[src/rtl/serial_pkg.sv]
// Shared types and constants for the serial_out UART transmitter.
package serial_pkg;

    typedef enum logic [2:0] {
        IDLE   = 3'd0,
        START  = 3'd1,
        DATA   = 3'd2,
        PARITY = 3'd3,
        STOP   = 3'd4
    } tx_state_t;

    localparam int   DATA_BITS   = 8;
    localparam logic IDLE_LEVEL  = 1'b1;
    localparam logic START_LEVEL = 1'b0;

endpackage

[src/rtl/baud_tick_gen.sv]
// Bit-period counter for serial_out: pulses o_tick on the last cycle of each bit and
// o_pre_tick one cycle earlier so the parent can register look-ahead outputs.
module baud_tick_gen #(
    parameter int CLKS_PER_BIT = 1302
) (
    input  logic i_clk_50,
    input  logic i_rst,
    input  logic i_clear,
    output logic o_tick,
    output logic o_pre_tick
);

    localparam logic [15:0] LAST_COUNT = 16'(CLKS_PER_BIT - 1);
    localparam logic [15:0] PRE_COUNT  = 16'(CLKS_PER_BIT - 2);

    logic [15:0] r_count;

    // Free-running 0..CLKS_PER_BIT-1 count, held at zero while cleared
    always_ff @(posedge i_clk_50) begin
        if (i_rst || i_clear) begin
            r_count <= 16'd0;
        end else if (r_count == LAST_COUNT) begin
            r_count <= 16'd0;
        end else begin
            r_count <= r_count + 16'd1;
        end
    end

    assign o_tick     = (r_count == LAST_COUNT);
    assign o_pre_tick = (r_count == PRE_COUNT);

endmodule

[src/rtl/serial_out.sv]
// UART transmitter: start bit, 8 data bits LSB first, optional even parity, STOP_BITS stop bits.
// Optional parity bit is enabled by defining SERIAL_OUT_PARITY_EN.
module serial_out
    import serial_pkg::*;
#(
    parameter int CLKS_PER_BIT = 1302,
    parameter int STOP_BITS    = 1
) (
    input  logic       i_clk_50,
    input  logic       i_rst,
    input  logic       i_tx_valid,
    input  logic [7:0] i_tx_data,
    output logic       o_tx_ready,
    output logic       o_tx_d,
    output logic       o_busy
);

    localparam logic LAST_STOP = 1'(STOP_BITS - 1);

    tx_state_t            r_state;
    tx_state_t            w_state_next;
    logic [DATA_BITS-1:0] r_shift;
    logic [2:0]           r_bit_cnt;
    logic                 r_stop_cnt;
    logic                 r_tx_d;
    logic                 r_ready;
    logic                 r_busy;
    logic                 w_tx_d_next;
    logic                 w_ready_next;
    logic                 w_tick;
    logic                 w_pre_tick;
    logic                 w_clear;
    logic                 w_accept;
    logic                 w_last_stop;
`ifdef SERIAL_OUT_PARITY_EN
    logic                 r_parity;
`endif

    assign w_accept    = i_tx_valid & r_ready;
    assign w_last_stop = (r_stop_cnt == LAST_STOP);
    assign w_clear     = (r_state == IDLE) | w_accept;

    baud_tick_gen #(
        .CLKS_PER_BIT(CLKS_PER_BIT)
    ) u_baud (
        .i_clk_50  (i_clk_50),
        .i_rst     (i_rst),
        .i_clear   (w_clear),
        .o_tick    (w_tick),
        .o_pre_tick(w_pre_tick)
    );

    // State register
    always_ff @(posedge i_clk_50) begin
        if (i_rst) begin
            r_state <= IDLE;
        end else begin
            r_state <= w_state_next;
        end
    end

    // Next-state logic
    always_comb begin
        w_state_next = r_state;
        case (r_state)
            IDLE: begin
                if (w_accept) w_state_next = START;
                else          w_state_next = IDLE;
            end
            START: begin
                if (w_tick) w_state_next = DATA;
                else        w_state_next = START;
            end
            DATA: begin
                if (w_tick && (r_bit_cnt == 3'd7)) begin
`ifdef SERIAL_OUT_PARITY_EN
                    w_state_next = PARITY;
`else
                    w_state_next = STOP;
`endif
                end else begin
                    w_state_next = DATA;
                end
            end
            PARITY: begin
                if (w_tick) w_state_next = STOP;
                else        w_state_next = PARITY;
            end
            STOP: begin
                // Accepting on the last stop cycle chains the next frame with no idle gap
                if (w_tick && w_last_stop) begin
                    if (w_accept) w_state_next = START;
                    else          w_state_next = IDLE;
                end else begin
                    w_state_next = STOP;
                end
            end
            default: w_state_next = IDLE;
        endcase
    end

    // Next values of the registered line and handshake outputs
    always_comb begin
        w_tx_d_next  = r_tx_d;
        w_ready_next = r_ready;
        case (r_state)
            IDLE: begin
                if (w_accept) begin
                    w_tx_d_next  = START_LEVEL;
                    w_ready_next = 1'b0;
                end else begin
                    w_tx_d_next  = IDLE_LEVEL;
                    w_ready_next = 1'b1;
                end
            end
            START: begin
                if (w_tick) w_tx_d_next = r_shift[0];
                else        w_tx_d_next = r_tx_d;
            end
            DATA: begin
                if (w_tick) begin
                    if (r_bit_cnt == 3'd7) begin
`ifdef SERIAL_OUT_PARITY_EN
                        w_tx_d_next = r_parity;
`else
                        w_tx_d_next = IDLE_LEVEL;
`endif
                    end else begin
                        w_tx_d_next = r_shift[1];
                    end
                end else begin
                    w_tx_d_next = r_tx_d;
                end
            end
            PARITY: begin
                if (w_tick) w_tx_d_next = IDLE_LEVEL;
                else        w_tx_d_next = r_tx_d;
            end
            STOP: begin
                if (w_tick && w_last_stop) begin
                    if (w_accept) begin
                        w_tx_d_next  = START_LEVEL;
                        w_ready_next = 1'b0;
                    end else begin
                        w_tx_d_next  = IDLE_LEVEL;
                        w_ready_next = 1'b1;
                    end
                end else if (w_pre_tick && w_last_stop) begin
                    w_ready_next = 1'b1;
                end else begin
                    w_ready_next = r_ready;
                end
            end
            default: begin
                w_tx_d_next  = IDLE_LEVEL;
                w_ready_next = 1'b1;
            end
        endcase
    end

    // Output registers, shift register and bit/stop counters
    always_ff @(posedge i_clk_50) begin
        if (i_rst) begin
            r_tx_d     <= IDLE_LEVEL;
            r_ready    <= 1'b1;
            r_busy     <= 1'b0;
            r_shift    <= 8'h00;
            r_bit_cnt  <= 3'd0;
            r_stop_cnt <= 1'b0;
`ifdef SERIAL_OUT_PARITY_EN
            r_parity   <= 1'b0;
`endif
        end else begin
            r_tx_d  <= w_tx_d_next;
            r_ready <= w_ready_next;
            r_busy  <= ~w_ready_next;
            if (w_accept) begin
                r_shift    <= i_tx_data;
                r_bit_cnt  <= 3'd0;
                r_stop_cnt <= 1'b0;
`ifdef SERIAL_OUT_PARITY_EN
                r_parity   <= ^i_tx_data;
`endif
            end else if ((r_state == DATA) && w_tick) begin
                r_shift <= r_shift >> 1;
                if (r_bit_cnt != 3'd7) r_bit_cnt <= r_bit_cnt + 3'd1;
            end else if ((r_state == STOP) && w_tick && !w_last_stop) begin
                r_stop_cnt <= r_stop_cnt + 1'b1;
            end
        end
    end

    assign o_tx_d     = r_tx_d;
    assign o_tx_ready = r_ready;
    assign o_busy     = r_busy;

endmodule

[config.mk]
export PLATFORM = sky130hd
export DESIGN_NAME = serial_out
export DESIGN_NICKNAME = d
export VERILOG_FILES = /design/src/rtl/serial_pkg.sv /design/src/rtl/baud_tick_gen.sv /design/src/rtl/serial_out.sv
export SDC_FILE = /design/constraint.sdc
export NUM_CORES = 1
export LEC_CHECK = 0
export ABC_AREA = 1
export BUFFER_PORTS_ARGS = -buffer_cell sky130_fd_sc_hd__buf_4
export CAP_MARGIN = 10
export CORE_ASPECT_RATIO = 1.5
export CORE_MARGIN = 8
export CORE_UTILIZATION = 35
export DETAILED_ROUTE_END_ITERATION = 12
export PLACE_DENSITY_LB_ADDON = 0.2
export SKIP_CTS_REPAIR_TIMING = 1
export SLEW_MARGIN = 20
export SYNTH_ARGS = -nofsm -noshare
export SYNTH_HDL_FRONTEND = slang
export SYNTH_SLANG_ARGS = --single-unit
[constraint.sdc]
create_clock -name i_clk_50 -period 2.18 [get_ports i_clk_50]
set_input_delay 0 -clock i_clk_50 [delete_from_list [all_inputs] [get_ports i_clk_50]]
set_output_delay 0 -clock i_clk_50 [all_outputs]
set_load 0.02 [all_outputs]
==> results of run 1 <==
[worst max-delay path: cells and delay by family, from the launching register on]
kind                     cells  cell delay (ns)
flip-flops                   1             0.42
AO/OA/AOI/OAI                1             0.07
buffers and inverters        1             0.56
AND/OR/NAND/NOR              4             0.58
adder cells (fa/ha/maj)      1             0.20
[cells in the mapped netlist (all sizes together)]
cell type,count,share of area (%)
xnor2,1,0.48
or2,1,0.34
nand2,73,16
xor2,1,0.48
ha,5,3.4
a21oi,25,6.8
inv,36,7.3
dfxtp,34,37
nor3,7,2.8
clkbuf,1,0.20
buf,3,0.95
nor3b,2,0.81
nor2,38,9.7
nand3,28,9.1
o21ai,9,2.4
nand4,6,2.0
and2,1,0.34
[cell usage in the layout (no fill, tap or decap)]
master and n:
sky130_fd_sc_hd__nor2_4 2, sky130_fd_sc_hd__nand3_1 24, sky130_fd_sc_hd__nor3_1 5, sky130_fd_sc_hd__nand2_2 4, sky130_fd_sc_hd__nor3b_1 2, sky130_fd_sc_hd__nor3_4 1, sky130_fd_sc_hd__buf_4 13, sky130_fd_sc_hd__inv_1 33
sky130_fd_sc_hd__and2_1 1, sky130_fd_sc_hd__or2_0 1, sky130_fd_sc_hd__nand2_1 68, sky130_fd_sc_hd__o21ai_0 9, sky130_fd_sc_hd__dfxtp_1 34, sky130_fd_sc_hd__nand4_1 6, sky130_fd_sc_hd__ha_1 5, sky130_fd_sc_hd__a21oi_1 25
sky130_fd_sc_hd__nor2_1 33, sky130_fd_sc_hd__inv_2 3, sky130_fd_sc_hd__dlygate4sd3_1 2, sky130_fd_sc_hd__xnor2_1 1, sky130_fd_sc_hd__nor3_2 1, sky130_fd_sc_hd__clkbuf_8 8, sky130_fd_sc_hd__nor2_2 2, sky130_fd_sc_hd__nand3_4 1
sky130_fd_sc_hd__xor2_1 1, sky130_fd_sc_hd__nand3_2 3, sky130_fd_sc_hd__nand2_4 1, sky130_fd_sc_hd__nor2_8 1
[worst min path at each step]
stage,cells after the start,endpoint,from,slack [ns]
2_1_floorplan,2,r_shift[7],i_tx_data[7],0.15
3_3_place_gp,2,r_shift[0],i_rst,0.26
3_5_place_dp,2,r_shift[0],i_rst,0.26
4_1_cts,2,r_shift[7],i_rst,-0.05
5_1_grt,5,r_shift[0],i_tx_data[0],0.11
6_report,5,r_shift[6],i_tx_data[6],0.07
[registers in the layout, indices dropped and copies added, names as in the netlist]
signal,cells
o_busy,1
o_tx_d,1
o_tx_ready,1
r_bit_cnt,3
r_shift,8
r_state,3
r_stop_cnt,1
u_baud.r_count,16
[routing by layer]
metal  up-vias  GRT usage (%)  wire length (um)
met5         -              0                 0
met4         0           4.83                97
met3         8           3.06               105
met2        21           21.3              2140
met1       750           9.97              1600
li1        901              -                 -
[metrics by stage]
step	worst slack, ns	instances
after floorplan	0.823	271
after global placement	0.590	348
after detailed placement	0.550	348
after CTS	0.528	356
after global routing	0.120	358
final	0.232	358
[area by class of cell]
type / count / share of cell area (%)
Clock buffer: 8 / 5.16
Inverter: 36 / 6.33
Multi-Input combinational cell: 197 / 47.1
Sequential cell: 34 / 31.9
Tap cell: 68 / 3.99
Timing Repair Buffer: 15 / 5.51
[where the power goes]
part | internal, W | switching [W] | total (W) | leakage (nW)
registers | 0.000639 | 0.0000102 | 0.000649 | 0.276
logic | 0.0000533 | 0.0000851 | 0.000138 | 0.502
clock network | 0.000319 | 0.000224 | 0.000543 | 0.0575
[cells by family (layout without fill, tap and decap cells)]
kind of cell             Yosys count  in the layout  share of synthesized area (%)
XOR/XNOR                           2              2                          0.951
buffers and inverters             40             59                           8.49
flip-flops                        34             34                           37.0
AND/OR/NAND/NOR                  156            156                           41.0
adder cells (fa/ha/maj)            5              5                           3.40
AO/OA/AOI/OAI                     34             34                           9.24
==> flow_summary_export.csv, run 1 <==
group,metric,value,unit
global_route,grt.total_usage,11.1,%
placement,port-buffer-count,13,
placement,dpl-instance-area,2000,um2
setup_path,timing.critical_path.cells,"ha_1, nand3_2, nor2_4, nand3_4, nand3_1, a21oi_1, dlygate4sd3_1",
floorplanning,floorplan.rows,32,
setup_path,worst_setup_path_startpoint,"u_baud.r_count[0]",
setup_path,worstReg2RegStart,"u_baud.r_count[0]",
layout,antenna-diode-count,0,
drt,routed_via_density,4.69,
sta,timing.hold.ws,0.0724,ns
setup_path,worst_setup_path_end_kind,"flop",
floorplanning,dieHeight,105,um
placement,detailed_place_hpwl,3.05,mm
sta,setup_total_negative_slack,0,ns
power,powerDensity,624,nW/um2
setup_path,crit_path_max_incr_delay,0.56,ns
setup_path,crit_required,2.35,ns
layout,finish.utilization,41.6,%
sta,maximum_clock_frequency,513,MHz
floorplanning,design.core.area,5120,um2
floorplanning,io-pin-count,14,
logic_synthesis,synth.cell_area,1840,um2
drt,routed_wl,3.95,mm
sta,timing.final.crit_period,1.95,ns
worst_hold_path,hold_class,"input pin to flop",
clock_tree,tritoncts_clock_tree,"yes",
setup_path,worst-r2r-cell-count,7,
setup_path,critical_path_fanouts_max,10,
logic_synthesis,synth.yosys.seq_area_share,37.0,%
power,peakVddDrop,455,uV
setup_path,critical-path-slowest-cell,"sky130_fd_sc_hd__dlygate4sd3_1",
layout,area.sequential,681,um2
logic_synthesis,synth.yosys.warnings,0,
logic_synthesis,syn_inst,271,
floorplanning,start_util,35.9,%
global_route,global_route_wire_length_before_repair,7.01,mm
setup_path,setup.worst_path.class,"flop to flop",
sta,timing_max_transition_violations_final,0,
drt,via_count,1680,
layout,filler_cell_count,589,
setup_path,start_kind,"flop",
logic_synthesis,syn-num-nets,287,
global_route,grt_overflow,0,
drt,avgRoutedWirePerCell,11.0,um
floorplanning,die_area,7890,um2
power,total_leakage_power,0.835,nW
layout,finalNetCount,305,
floorplanning,die_width,75.2,um
drt,dr.pass1.iters,5,
sta,clock-skew-final,0.00511,ns
layout,syn_to_final_growth,15.8,%
clock_tree,clk_pin_slew_worst_paths,0.07,ns
layout,area_used_by_multi_input_combinational_logic,1000,um2
clock_tree,cts.sinks,34,
sta,final.period_utilization,89.3,%
placement,gp_routability_congestion,0.835,
clock_tree,clock_path_buffers,2,
drt,first_iter_violations,63,
clock_tree,worstSkewPairLatency,0.28,ns
clock_tree,htreeDepth,2,
global_route,grt_start_max_net_pins,20,
power,p_total,0.00133,W
logic_synthesis,synthDistinctLibCells,28,
clock_tree,cts_buffers,5,
setup_path,cp_data_arrival_time,2.12,ns
sta,rsz0062_at_grt,"no",
global_route,grt_antenna_before_repair,0,
sta,hold_violation_total_from_the_final_report,0,
layout,post_route_cells_drive_above_1_share,13.8,%
setup_path,rrSetupSlack,0.23,ns
logic_synthesis,flop_and_latch_count_out_of_synthesis,34,
job,max_capacitance_violation_count,0,
drt,drc_errors,0,
setup_path,crit_path_end,"r_shift[7]",
global_route,first_global_vias,1714,
clock_tree,clock-root-buffer,"sky130_fd_sc_hd__clkbuf_8",
sta,finalSetupViolations,0,
sta,worst_pin_slew,0.382,ns
layout,finish.instance_area,2130,um2
drt,ant_nets,0,
outcome,run_status,"completed",
setup_path,capture_point_of_the_worst_reg_to_reg_path,"r_shift[7]",
logic_synthesis,syn-mean-instance-area,6.80,um2
sta,timing.max_slew.rel_slack,74.5,%
(Power assumes the default switching activity.)
==> run 2: changes to the inputs <==
--- a/config.mk
+++ b/config.mk
@@ -6,7 +6,7 @@
 export NUM_CORES = 1
 export LEC_CHECK = 0
 export ABC_AREA = 1
-export BUFFER_PORTS_ARGS = -buffer_cell sky130_fd_sc_hd__buf_4
+export BUFFER_PORTS_ARGS = -buffer_cell sky130_fd_sc_hd__buf_2
 export CAP_MARGIN = 10
 export CORE_ASPECT_RATIO = 1.5
 export CORE_MARGIN = 8
==> run 2 against run 1 <==
Net effect: combinational power decreased by 5%; fmax increased by 23%; worst setup slack improved by 0.37 ns; register-to-register slack improved by 0.37 ns; clock power increased by 0.7%; critical endpoint is now u_baud.r_count[10]; largest cell class unchanged; largest power group unchanged.
==> flow_summary_export.csv, run 2 (synthesis gave the netlist of run 1 again) <==
group,metric,value,unit
power,peakVddDrop,492,uV
drt,dr.pass1.iters,4,
placement,detailed_place_hpwl,3.14,mm
clock_tree,clk_pin_slew_worst_paths,0.07,ns
placement,gp_routability_congestion,0.796,
worst_hold_path,hold_endpoint,"r_shift[7]",
setup_path,worst_setup_path_end_kind,"flop",
worst_hold_path,hold_start,"i_rst",
power,portion_of_total_power_attributed_to_sequential_cells,48.9,%
clock_tree,htreeDepth,2,
global_route,first_global_vias,1765,
placement,dpl-instance-area,1980,um2
layout,antenna-diode-count,0,
sta,final.period_utilization,72.5,%
power,internal_power,0.00100,W
setup_path,setup.worst_path.class,"flop to flop",
floorplanning,start_util,35.9,%
global_route,global_route_wire_length_before_repair,7.34,mm
global_route,grt_start_max_net_pins,17,
floorplanning,design.core.area,5120,um2
setup_path,crit_path_max_incr_delay,0.41,ns
global_route,grt_antenna_before_repair,0,
power,net_sw_power,0.000323,W
power,powerDensity,632,nW/um2
floorplanning,die_width,75.2,um
power,p_total,0.00133,W
clock_tree,worstSkewPairLatency,0.28,ns
layout,max_flop_register,"u_baud.r_count",
global_route,grt_overflow,0,
drt,drc_errors,0,
setup_path,critical-path-slowest-cell,"sky130_fd_sc_hd__dfxtp_1",
outcome,run_status,"completed",
layout,syn_to_final_growth,13.9,%
sta,finalSetupViolations,0,
clock_tree,cts.sinks,34,
drt,ant_nets,0,
layout,biggestRegsByFlops,"u_baud.r_count x16, r_shift x8",
worst_hold_path,hold_class,"input pin to flop",
setup_path,rrSetupSlack,0.60,ns
clock_tree,clock-root-buffer,"sky130_fd_sc_hd__clkbuf_8",
setup_path,crit_buf_inv,0,
setup_path,start_kind,"flop",
layout,final_common_cell,"sky130_fd_sc_hd__nand2_1",
layout,mostFrequentLayoutCells,"sky130_fd_sc_hd__nand2_1 (68), sky130_fd_sc_hd__dfxtp_1 (34), sky130_fd_sc_hd__inv_1 (33), sky130_fd_sc_hd__nor2_1 (33), sky130_fd_sc_hd__a21oi_1 (25)",
sta,hold_violation_total_from_the_final_report,0,
drt,first_iter_violations,52,
setup_path,cp_data_arrival_time,1.76,ns
drt,routed_via_density,4.72,
layout,finish.instance_area,2100,um2
sta,worst_pin_slew,0.355,ns
sta,rsz0062_at_grt,"no",
setup_path,capture_point_of_the_worst_reg_to_reg_path,"u_baud.r_count[10]",
drt,routed_wl,4.03,mm
layout,area_used_by_multi_input_combinational_logic,1000,um2
power,switching_share_of_power,24.4,%
setup_path,worst-r2r-cell-count,7,
power,p_clk_share,41.2,%
layout,area.sequential,681,um2
placement,port-buffer-count,13,
floorplanning,die_area,7890,um2
power,total_leakage_power,0.822,nW
power,comb_power_share,9.9,%
sta,maximum_clock_frequency,633,MHz
setup_path,cpMostUsedCell,"sky130_fd_sc_hd__nand3_2",
global_route,grt.total_usage,11.7,%
setup_path,worstReg2RegStart,"u_baud.r_count[0]",
clock_tree,clock_path_buffers,2,
sta,timing_max_transition_violations_final,0,
sta,timing.final.crit_period,1.58,ns
layout,post_route_cells_drive_above_1_share,14.1,%
sta,timing.hold.ws,0.0144,ns
setup_path,crit_required,2.36,ns
floorplanning,floorplan.rows,32,
sta,setup_total_negative_slack,0,ns
clock_tree,cts_buffers,5,
sta,timing.max_slew.rel_slack,76.3,%
setup_path,critical_path_fanouts_max,16,
worst_hold_path,worst_hold_path.num_cells,2,
floorplanning,dieHeight,105,um
drt,avgRoutedWirePerCell,11.2,um
layout,filler_cell_count,618,
setup_path,timing.critical_path.cells,"ha_1, nand3_2, nor2_4, nand2_2, nand3_2, a21oi_1, and2_1",
setup_path,cpLargestDelayFamily,"simple AND/OR/NAND/NOR gates",
job,max_capacitance_violation_count,0,
layout,finalNetCount,305,
layout,finish.utilization,40.9,%
layout,largest_reg_flops,16,
clock_tree,tritoncts_clock_tree,"yes",
sta,clock-skew-final,0.00696,ns
floorplanning,io-pin-count,14,
drt,via_count,1690,
run 2: cell count changes in the layout (fill, tap and decap cells not counted):
cell,change
sky130_fd_sc_hd__buf_2,+13
sky130_fd_sc_hd__buf_4,-12
sky130_fd_sc_hd__dlygate4sd3_1,-1
run 2: per-layer routing:
metal	track usage (%)	up-vias	share of wire [%]
li1	-	902	-
met1	10.9	756	39
met2	22.0	22	55
met3	2.78	10	2.6
met4	5.94	0	2.9
met5	0	-	0
run 2: power groups by stage:
stage	Combinational [W]	Sequential (W)	Clock [W]
finish	0.000131	0.000649	0.000547
global route	0.000151	0.000651	0.000588
CTS	0.000132	0.000649	0.000565
detailed placement	0.000132	0.000663	0
global placement	0.000133	0.000663	0
floorplan	0.0000861	0.000670	0
run 2: area by class of cell:
| class | count | area share [%] |
|---|---|---|
| clock buffer | 8 | 5.25 |
| inverter | 36 | 6.44 |
| multi-input combinational | 197 | 47.9 |
| sequential | 34 | 32.4 |
| tap | 68 | 4.05 |
| timing repair buffer | 15 | 3.94 |
run 2: worst register-to-register path: cells and delay by family, from the launching register on:
kind	cells	cell delay (ns)
AO/OA/AOI/OAI	1	0.07
adder cells (fa/ha/maj)	1	0.19
AND/OR/NAND/NOR	5	0.81
flip-flops	1	0.41
run 2: stage by stage:
step	cells	setup WS, ns
2_1_floorplan	271	0.823
3_3_place_gp	349	0.618
3_5_place_dp	349	0.576
4_1_cts	357	0.579
5_1_grt	358	0.444
6_report	358	0.600
run 2: worst max-delay path by stage:
| stage | start | to | slack [ns] | cells past startpoint |
|---|---|---|---|---|
| after floorplan | u_baud.r_count[0] | u_baud.r_count[4] | 0.82 | 7 |
| after global placement | u_baud.r_count[0] | u_baud.r_count[10] | 0.62 | 7 |
| after detailed placement | u_baud.r_count[0] | u_baud.r_count[10] | 0.58 | 7 |
| after CTS | u_baud.r_count[0] | u_baud.r_count[10] | 0.58 | 7 |
| after global routing | u_baud.r_count[0] | u_baud.r_count[10] | 0.44 | 7 |
| final | u_baud.r_count[0] | u_baud.r_count[10] | 0.60 | 7 |
